$ cat config.mk
export PLATFORM = sky130hd
export DESIGN_NAME = run_detect_multi_flat
export DESIGN_NICKNAME = d
export VERILOG_FILES = /design/src/rtl/run_detect_multi_if.sv /design/src/rtl/run_detect_multi.sv /design/src/flat_wrapper.sv
export SDC_FILE = /design/constraint.sdc
export NUM_CORES = 1
export LEC_CHECK = 0
export BUFFER_PORTS_ARGS = -buffer_cell sky130_fd_sc_hd__buf_2
export CAP_MARGIN = 20
export CORE_MARGIN = 8
export CORE_UTILIZATION = 25
export DETAILED_ROUTE_END_ITERATION = 7
export GPL_TIMING_DRIVEN = 1
export SLEW_MARGIN = 25
export SYNTH_ARGS = -nofsm -noshare
export SYNTH_HDL_FRONTEND = slang
export SYNTH_SLANG_ARGS = --single-unit
$ cat constraint.sdc
create_clock -name clk -period 2.77 [get_ports clk]
set_input_delay 0.1385 -clock clk [delete_from_list [all_inputs] [get_ports clk]]
set_output_delay 0.1385 -clock clk [all_outputs]
set_load 0.01 [all_outputs]
$ cat src/rtl/run_detect_multi_if.sv
// rtl/run_detect_multi_if.sv - data/clear inputs and match outputs of the run detector
interface run_detect_multi_if #(
   parameter int CHANNELS = 4,
   parameter int CNT_W    = 16
);
   logic [CHANNELS-1:0]       in_i;
   logic                      clear_i;
   logic [CHANNELS-1:0]       match_o;
   logic [CHANNELS-1:0]       match_pulse_o;
   logic [CHANNELS*CNT_W-1:0] match_count_o;
   logic                      any_match_o;

   modport master (
      output in_i, clear_i,
      input  match_o, match_pulse_o, match_count_o, any_match_o
   );

   modport slave (
      input  in_i, clear_i,
      output match_o, match_pulse_o, match_count_o, any_match_o
   );
endinterface

$ cat src/rtl/run_detect_multi.sv
// rtl/run_detect_multi.sv - per-channel detector of RUN_LEN consecutive 1s with
// sticky/level match, one-cycle event pulse and saturating event counters
module run_detect_multi #(
   parameter int CHANNELS = 4,
   parameter int RUN_LEN  = 3,
   parameter int CNT_W    = 16,
   parameter int STICKY   = 1
) (
   input  logic                  clk,
   input  logic                  reset,
   run_detect_multi_if.slave     bus
);
   localparam int RW = (RUN_LEN < 1) ? 1 : $clog2(RUN_LEN + 1);
   localparam logic [RW-1:0] RUN_MAX = RW'(RUN_LEN);

   typedef enum logic [1:0] {IDLE, COUNT, DONE} state_t;

   state_t                    state_q [CHANNELS];
   state_t                    state_d [CHANNELS];
   logic [RW-1:0]             run_q   [CHANNELS];
   logic [RW-1:0]             run_d   [CHANNELS];
   logic [CHANNELS-1:0]       det;
   logic [CHANNELS-1:0]       match_q, match_d;
   logic [CHANNELS-1:0]       pulse_q, pulse_d;
   logic [CHANNELS*CNT_W-1:0] cnt_q, cnt_d;
   logic                      any_q, any_d;

   always_ff @(posedge clk) begin
      if (reset) begin
         for (int i = 0; i < CHANNELS; i++) begin
            state_q[i] <= IDLE;
            run_q[i]   <= '0;
         end
         match_q <= '0;
         pulse_q <= '0;
         cnt_q   <= '0;
         any_q   <= 1'b0;
      end else begin
         for (int i = 0; i < CHANNELS; i++) begin
            state_q[i] <= state_d[i];
            run_q[i]   <= run_d[i];
         end
         match_q <= match_d;
         pulse_q <= pulse_d;
         cnt_q   <= cnt_d;
         any_q   <= any_d;
      end
   end

   always_comb begin
      logic [CNT_W-1:0] cnt_cur;
      det     = '0;
      match_d = '0;
      pulse_d = '0;
      cnt_d   = '0;
      cnt_cur = '0;
      for (int i = 0; i < CHANNELS; i++) begin
         state_d[i] = state_q[i];
         run_d[i]   = run_q[i];
         case (state_q[i])
            IDLE: begin
               if (bus.in_i[i]) begin
                  run_d[i] = RW'(1);
                  if (RUN_LEN == 1) begin
                     state_d[i] = DONE;
                     det[i]     = 1'b1;
                  end else begin
                     state_d[i] = COUNT;
                  end
               end
            end
            COUNT: begin
               if (bus.in_i[i]) begin
                  run_d[i] = run_q[i] + RW'(1);
                  if (run_q[i] + RW'(1) == RUN_MAX) begin
                     state_d[i] = DONE;
                     det[i]     = 1'b1;
                  end
               end else begin
                  run_d[i]   = '0;
                  state_d[i] = IDLE;
               end
            end
            DONE: begin
               // stays put on further 1s: a new event needs a 0 first
               if (!bus.in_i[i]) begin
                  run_d[i]   = '0;
                  state_d[i] = IDLE;
               end
            end
            default: begin
               run_d[i]   = '0;
               state_d[i] = IDLE;
            end
         endcase

         // clear opens a new epoch; a detect in the same cycle counts in it
         cnt_cur = bus.clear_i ? '0 : cnt_q[i*CNT_W +: CNT_W];
         if (det[i] && (cnt_cur != {CNT_W{1'b1}}))
            cnt_cur = cnt_cur + CNT_W'(1);
         cnt_d[i*CNT_W +: CNT_W] = cnt_cur;

         if (STICKY != 0)
            match_d[i] = (bus.clear_i ? 1'b0 : match_q[i]) | det[i];
         else
            match_d[i] = (state_d[i] == DONE);
         pulse_d[i] = det[i];
      end
      any_d = |match_d;
   end

   assign bus.match_o       = match_q;
   assign bus.match_pulse_o = pulse_q;
   assign bus.match_count_o = cnt_q;
   assign bus.any_match_o   = any_q;
endmodule
$ cat src/flat_wrapper.sv
// flat-port wrapper written by rule: the top's interface ports become plain ports
module run_detect_multi_flat 
#(
   parameter int CHANNELS = 4,
   parameter int RUN_LEN  = 3,
   parameter int CNT_W    = 16,
   parameter int STICKY   = 1
)
  (clk, reset, bus_in_i, bus_clear_i, bus_match_o, bus_match_pulse_o, bus_match_count_o, bus_any_match_o);
  run_detect_multi_if #(.CHANNELS(CHANNELS), .CNT_W(CNT_W)) bus_i ();
  input  logic clk;
  input  logic reset;
  input wire logic [$bits(bus_i.in_i)-1:0] bus_in_i;
  input wire logic [$bits(bus_i.clear_i)-1:0] bus_clear_i;
  output wire logic [$bits(bus_i.match_o)-1:0] bus_match_o;
  output wire logic [$bits(bus_i.match_pulse_o)-1:0] bus_match_pulse_o;
  output wire logic [$bits(bus_i.match_count_o)-1:0] bus_match_count_o;
  output wire logic [$bits(bus_i.any_match_o)-1:0] bus_any_match_o;
  assign bus_i.in_i = bus_in_i;
  assign bus_i.clear_i = bus_clear_i;
  assign bus_match_o = bus_i.match_o;
  assign bus_match_pulse_o = bus_i.match_pulse_o;
  assign bus_match_count_o = bus_i.match_count_o;
  assign bus_any_match_o = bus_i.any_match_o;
  run_detect_multi #(.CHANNELS(CHANNELS), .RUN_LEN(RUN_LEN), .CNT_W(CNT_W), .STICKY(STICKY)) u_core (.clk(clk), .reset(reset), .bus(bus_i));
endmodule
==> out/qor.yml, run 1 <==
clock_network:
  cts_tree: "yes"
  ctsHoldBuffers: 0
  cts.sinks: 89
  numCtsBuffers: 9
  clk_latency_ns: 0.35
  cts.clk_slew.worst_paths_ns: 0.07
  htreeDepth: 3
  cts_setup_buffers: 0
  ctsLongestPathBuffers: 2
  cts_resized: 0
  cts_root_buf: "clkbuf_16"
drt:
  post_drt_via_cell_ratio: 4.719
  drc_errors: 0
  detail-route-antenna-nets: 0
  drt-wirelength-per-cell_um: 14.81
  drtIter0Drc: 182
  wl_um: 12630
  dr.pass1.iters: 4
  num_vias: 4025
timing:
  worst_pin_slew_ns: 0.7061
  fin_crit_sh_pct: 79.06
  drv_slew: 0
  min_period_ns: 2.190
  max_freq_mhz: 456.6
  rsz0062_at_grt: "no"
  setup_tns_ns: 0
  skew_ns: 0.005917
  fin_ws_ns: 0.5801
  final_hold_viol_count: 0
  setup_violations: 0
  holdWs_ns: 0.1155
  relSlewSlack_pct: 52.75
cells_and_area:
  final_cells: 853
  num_antenna_cells: 0
  final_common_cell: "dfxtp_1"
  nFillCells: 1935
  nNetsFinal: 635
  final_layout_size_suffix_gt1_share_pct: 20.83
  area_growth_pct: 21.14
  layout_common_cells: "89 x dfxtp_1, 87 x nor2_1, 79 x buf_2"
floorplan:
  fp.dieH_um: 151.2
  fp.dieW_um: 151.2
  die_area_um2: 22850
  num_rows: 49
  start_util_pct: 25.43
  coreArea_um2: 17960
  ios: 80
worst_setup_path:
  crit_path_top_delay_cell: "or4_1"
  path_buf_inv: 0
  slowest_delay_ns: 0.62
  crit_fanout: 10
  worstPathRequired_ns: 2.99
  endpoint_kind: "flop"
  cp_top_family: "simple AND/OR/NAND/NOR gates"
  critical_path_class: "reg2reg"
  crit_chain: "nor2b_1, ha_1, nand4_1, or4_1, o21ai_2, or3_1, a21oi_1"
  critPathLaunchType: "flop"
  cp_data_arrival_time_ns: 2.40
global_route:
  antenna_found_initial: 2
  grt_overflow_total: 0
  grt_pass1_wl_um: 20110
  grtUsageTotal_pct: 11.27
  grt_max_degree: 46
  grt_pass1_vias: 3751
placement:
  dp_cells: 838
  place.gp.congestion: 0.7741
  dp_hpwl_um: 9123
  io_buffers: 79
  post-place-ws_ns: 0.4400
logic_synthesis:
  yosysWarnings: 0
  synth_cells: 537
  synth_cell_types: 55
  synth_nets: 552
  seq_area_frac_synth_pct: 39.00
  yosys_most_used_dff: "dfxtp_1"
  async_flop_share_pct: 0
  synth_seq_cells: 89
  syn_avg_cell_area_um2: 8.507
  synth_area_um2: 4568
  synth-edff-count: 0
hold_path:
  worstHoldPathType: "in2reg"
power_and_ir_drop:
  finalPower_mw: 2.611
  ir_worst_vdd_mv: 0.2464
  p_per_area_nw_per_um2: 471.7
  leakage_nw: 2.240
flow_run:
  drv_cap: 0
outcome:
  status: "complete, no violations"
## synthesized netlist by cell type (3+ instances only)
master,number,area share (%)
mux2i_1,9,2.0
nand3b_1,6,0.99
nor3_1,12,1.3
nand2_1,47,3.9
nor3b_1,4,0.66
o21ai_0,8,0.88
nor2b_1,20,2.7
nand2b_1,7,0.96
clkbuf_1,17,1.4
a21o_1,4,0.66
xor2_1,15,2.9
nor2_1,87,7.1
a31o_2,4,0.77
a31oi_1,4,0.55
nand3_1,21,2.3
nand4b_1,6,1.2
or3_1,6,0.82
nor4_1,8,1.1
o211ai_1,6,0.99
inv_1,17,1.4
nand4_1,10,1.4
ha_1,8,2.2
xnor2_1,30,5.8
and4b_1,8,1.8
nor4_2,3,0.82
a211oi_1,3,0.49
dfxtp_1,89,39
o2111ai_1,4,0.77
and3_1,8,1.1
or4_4,3,0.74
a21oi_1,31,3.4
## sequential cells by signal (all words and copies together), names as in the netlist
name                      cells
u_core.bus.match_count_o     64
u_core.run_q                  8
u_core.state_q                8
u_core.bus.match_o            4
u_core.bus.match_pulse_o      4
u_core.bus.any_match_o        1
## worst reg2reg max path: cells and delay by family, from the launching register on
| family | cells | cell delay [ns] |
|---|---|---|
| simple gates | 4 | 1.09 |
| fa+ha+maj | 1 | 0.22 |
| compound gates | 2 | 0.33 |
| flops | 1 | 0.43 |
## metrics by stage
step	utilization [%]	instance area, um^2
finish	30.81	5534
CTS	30.81	5534
floorplan	-	4568
detailed placement	29.26	5256
global placement	29.26	5256
global route	30.81	5534
## logic make-up after synthesis
| family | after synthesis | synth area share, % |
|---|---|---|
| and+or+nand+nor | 273 | 33.53 |
| DFF | 89 | 39.00 |
| AOI/OAI and AO/OA | 76 | 11.28 |
| xor gates and xnor gates | 45 | 8.628 |
| buffers and inverters | 37 | 3.396 |
| muxes | 9 | 1.972 |
| adders and majority gates | 8 | 2.191 |
## layout make-up
cell class              count  area, um^2  area share (%)
clock inverters             4       45.04          0.8139
flip-flops and latches     89        1782           32.20
multi-input cells         411        2631           47.55
inverters                  17       63.81           1.153
clock buffers              11       232.7           4.205
repair buffers             92       493.0           8.908
well taps                 229       286.5           5.177
## routing by layer
metal  vias up  global-route usage, %  share of wire [%]  wire length [um]
li1       2041                      -                  -                 -
met1      1883                  14.13                 47              5950
met2        82                  17.30                 44              5547
met3        15                  3.555                6.9               866
met4         4                  5.245                1.9               238
met5         -                      0               0.21                27
## worst paths after layout
path / startpoint / slack (ns) / endpoint / depth (start not counted)
setup / recovery: u_core.bus.match_count_o[17] / 0.58 / u_core.bus.match_count_o[23] / 7
hold / removal: bus_in_i[0] / 0.12 / u_core.state_q[0][1] / 3
setup reg to reg: u_core.bus.match_count_o[17] / 0.58 / u_core.bus.match_count_o[23] / 7
hold reg to reg: u_core.bus.match_o[2] / 0.48 / u_core.bus.match_o[2] / 2
## power by group
group          leakage [nW]  internal, mW  switching, mW
clock network         0.139         0.691          0.517
logic                  1.38        0.0353         0.0691
registers             0.719          1.29        0.00899
(Power assumes the default switching activity.)
==> run 2, diff against run 1 <==
- clock period: 2.77 -> 1.8 ns (I/O delays scaled with it)
==> run 2 against run 1 <==
The flow now finishes with violations (setup timing). Worst hold slack worse by 0.044 ns. Clock-buffer cell count down 1. Setup slack worse by 0.62 ns. Maximum frequency up 19%. Cell area up 18%. Clock power up 46%. First-iteration DRC count down 8.8%. Core utilization up 5.6 points. Final cell count up 11%. Non-clock buffer count up 97. Global-route usage up 0.32 points. Highest routed layer unchanged.
==> out/qor.yml, run 2 (same netlist as run 1, synthesis figures left out) <==
global_route:
  grt_pass1_vias: 4080  # +8.8%
  grt_max_degree: 22  # -52%
  grtUsageTotal_pct: 11.60  # +0.32 points
  grt_pass1_wl_um: 20870  # +3.8%
  grt_overflow_total: 0  # unchanged
  antenna_found_initial: 2  # unchanged
worst_setup_path:
  r2r_end: "u_core.bus.match_count_o[37]"
  critPathLaunchType: "flop"
  timing.rr.start: "u_core.bus.match_count_o[33]"
  crit_fanout: 6  # -4
  worstPathRequired_ns: 2.04  # -0.95 ns
  critical_path_class: "reg2reg"
  endpoint_kind: "flop"
  ff2ff_setup_slack_ns: -0.04  # -0.62 ns
  cp_data_arrival_time_ns: 2.08  # -0.32 ns
  r2r_cells: 7  # unchanged
cells_and_area:
  layout_common_cells: "107 x buf_4, 87 x nor2_1, 79 x buf_2"
  area_growth_pct: 43.14
  multi_input_area_um2: 2872  # +9.1%
  post-route-util_pct: 36.40  # +5.6 points
  final_cells: 951  # +11%
  nFillCells: 1831  # -5.4%
  largest_register_ff_count: 64  # unchanged
  seq_area_um2: 1795  # +0.77%
  fin_area_um2: 6539  # +18%
  final_common_cell: "buf_4"
  final_layout_size_suffix_gt1_share_pct: 38.23  # +17 points
  nNetsFinal: 733  # +15%
  num_antenna_cells: 0  # unchanged
flow_run:
  drv_cap: 0  # unchanged
drt:
  detail-route-antenna-nets: 0  # unchanged
  drtIter0Drc: 166  # -8.8%
  drc_errors: 0  # unchanged
  dr.pass1.iters: 4  # unchanged
  post_drt_via_cell_ratio: 4.636  # -1.7%
  wl_um: 13450  # +6.5%
  drt-wirelength-per-cell_um: 14.14  # -4.5%
  num_vias: 4409  # +9.5%
clock_network:
  ctsHoldBuffers: 0  # unchanged
  cts.clk_slew.worst_paths_ns: 0.07  # about the same
  clk_latency_ns: 0.34  # about the same
  ctsLongestPathBuffers: 2  # unchanged
  cts_root_buf: "clkbuf_16"
  htreeDepth: 3  # unchanged
  cts_tree: "yes"
  numCtsBuffers: 9  # unchanged
  cts.sinks: 89  # unchanged
placement:
  dp_cells: 931  # +11%
  dp_hpwl_um: 10060  # +10%
  place.gp.congestion: 0.8196  # +5.9%
  post-place-ws_ns: -0.2508  # -0.6908 ns
  io_buffers: 79  # unchanged
  place_area_um2: 6045  # +15%
timing:
  holdWs_ns: 0.07190  # -0.04355 ns
  relSlewSlack_pct: 73.87  # +21 points
  fin_crit_sh_pct: 102.2  # +23 points
  rsz0062_at_grt: "yes"
  drv_slew: 0  # unchanged
  max_freq_mhz: 543.7  # +19%
  min_period_ns: 1.839  # -0.3505 ns
  skew_ns: 0.006104  # +0.0001873 ns
  worst_pin_slew_ns: 0.3871  # -0.3190 ns
  final_hold_viol_count: 0  # unchanged
  fin_ws_ns: -0.03935  # -0.6195 ns
  setup_violations: 8  # +8
  setup_tns_ns: -0.2138  # -0.2138 ns
floorplan:
  die_area_um2: 22850  # unchanged
  coreArea_um2: 17960  # unchanged
  ios: 80  # unchanged
  start_util_pct: 25.43  # unchanged
  fp.dieW_um: 151.2  # unchanged
  num_rows: 49  # unchanged
  fp.dieH_um: 151.2  # unchanged
hold_path:
  hp-start: "bus_in_i[0]"
  worstHoldPathType: "in2reg"
  holdPathStages: 3  # unchanged
  hold_end: "u_core.state_q[0][0]"
power_and_ir_drop:
  p_per_area_nw_per_um2: 606.0  # +28%
  ir_worst_vdd_mv: 0.3728  # +51%
  leakage_nw: 2.761  # +23%
  finalPower_mw: 3.962  # +52%
outcome:
  violations: "setup timing"
  status: "complete, but fails checks"
## run 2: what timing repair did
action / CTS / global route
pin swaps: 9 / 21
buffers inserted: 2 / 3
endpoints found under the setup margin: 23 / 38
gates resized for setup: 22 / 31
gates cloned: 0 / 1
## run 2: critical path, cell delays in order (launching register included)
cell and delay, ns:
dfxtp_2 0.32, nor2b_4 0.12, ha_2 0.20, and4b_2 0.23, and3b_2 0.23, a211oi_4 0.34
a21oi_2 0.09, a31o_2 0.21
## run 2: where the power goes
part	leakage [nW]	total, mW	internal (mW)	switching [mW]
Combinational	1.91	0.200	0.0803	0.120
Sequential	0.724	2.00	1.98	0.0109
Clock	0.126	1.77	0.961	0.805
Total	2.76	3.96	3.03	0.936
## run 2: worst max-delay path by stage
| stage | start | endpoint | slack (ns) | depth (start not counted) |
|---|---|---|---|---|
| after floorplan | bus_clear_i | u_core.bus.match_count_o[31] | -0.19 | 10 |
| after global placement | bus_clear_i | u_core.bus.match_count_o[31] | -0.20 | 8 |
| after detailed placement | bus_clear_i | u_core.bus.match_count_o[20] | -0.25 | 9 |
| after CTS | u_core.bus.match_count_o[32] | u_core.bus.match_count_o[37] | -0.08 | 7 |
| after global routing | u_core.run_q[0][0] | u_core.bus.match_count_o[12] | -0.14 | 7 |
| final | u_core.bus.match_count_o[33] | u_core.bus.match_count_o[37] | -0.04 | 7 |
## run 2: final cells by class
type,count,area share [%]
Clock buffer,10,3.655
Multi-Input combinational cell,412,43.91
Clock inverter,5,0.4975
Inverter,17,0.9759
Timing Repair Buffer,189,19.12
Sequential cell,89,27.46
Tap cell,229,4.382
## run 2: per-layer routing
layer	up-vias	GRT usage, %	part of all wire, %
met2	75	17.97	45
met5	-	0	0.20
met4	4	4.206	1.2
li1	2251	-	-
met3	18	4.063	7.6
met1	2061	14.57	45
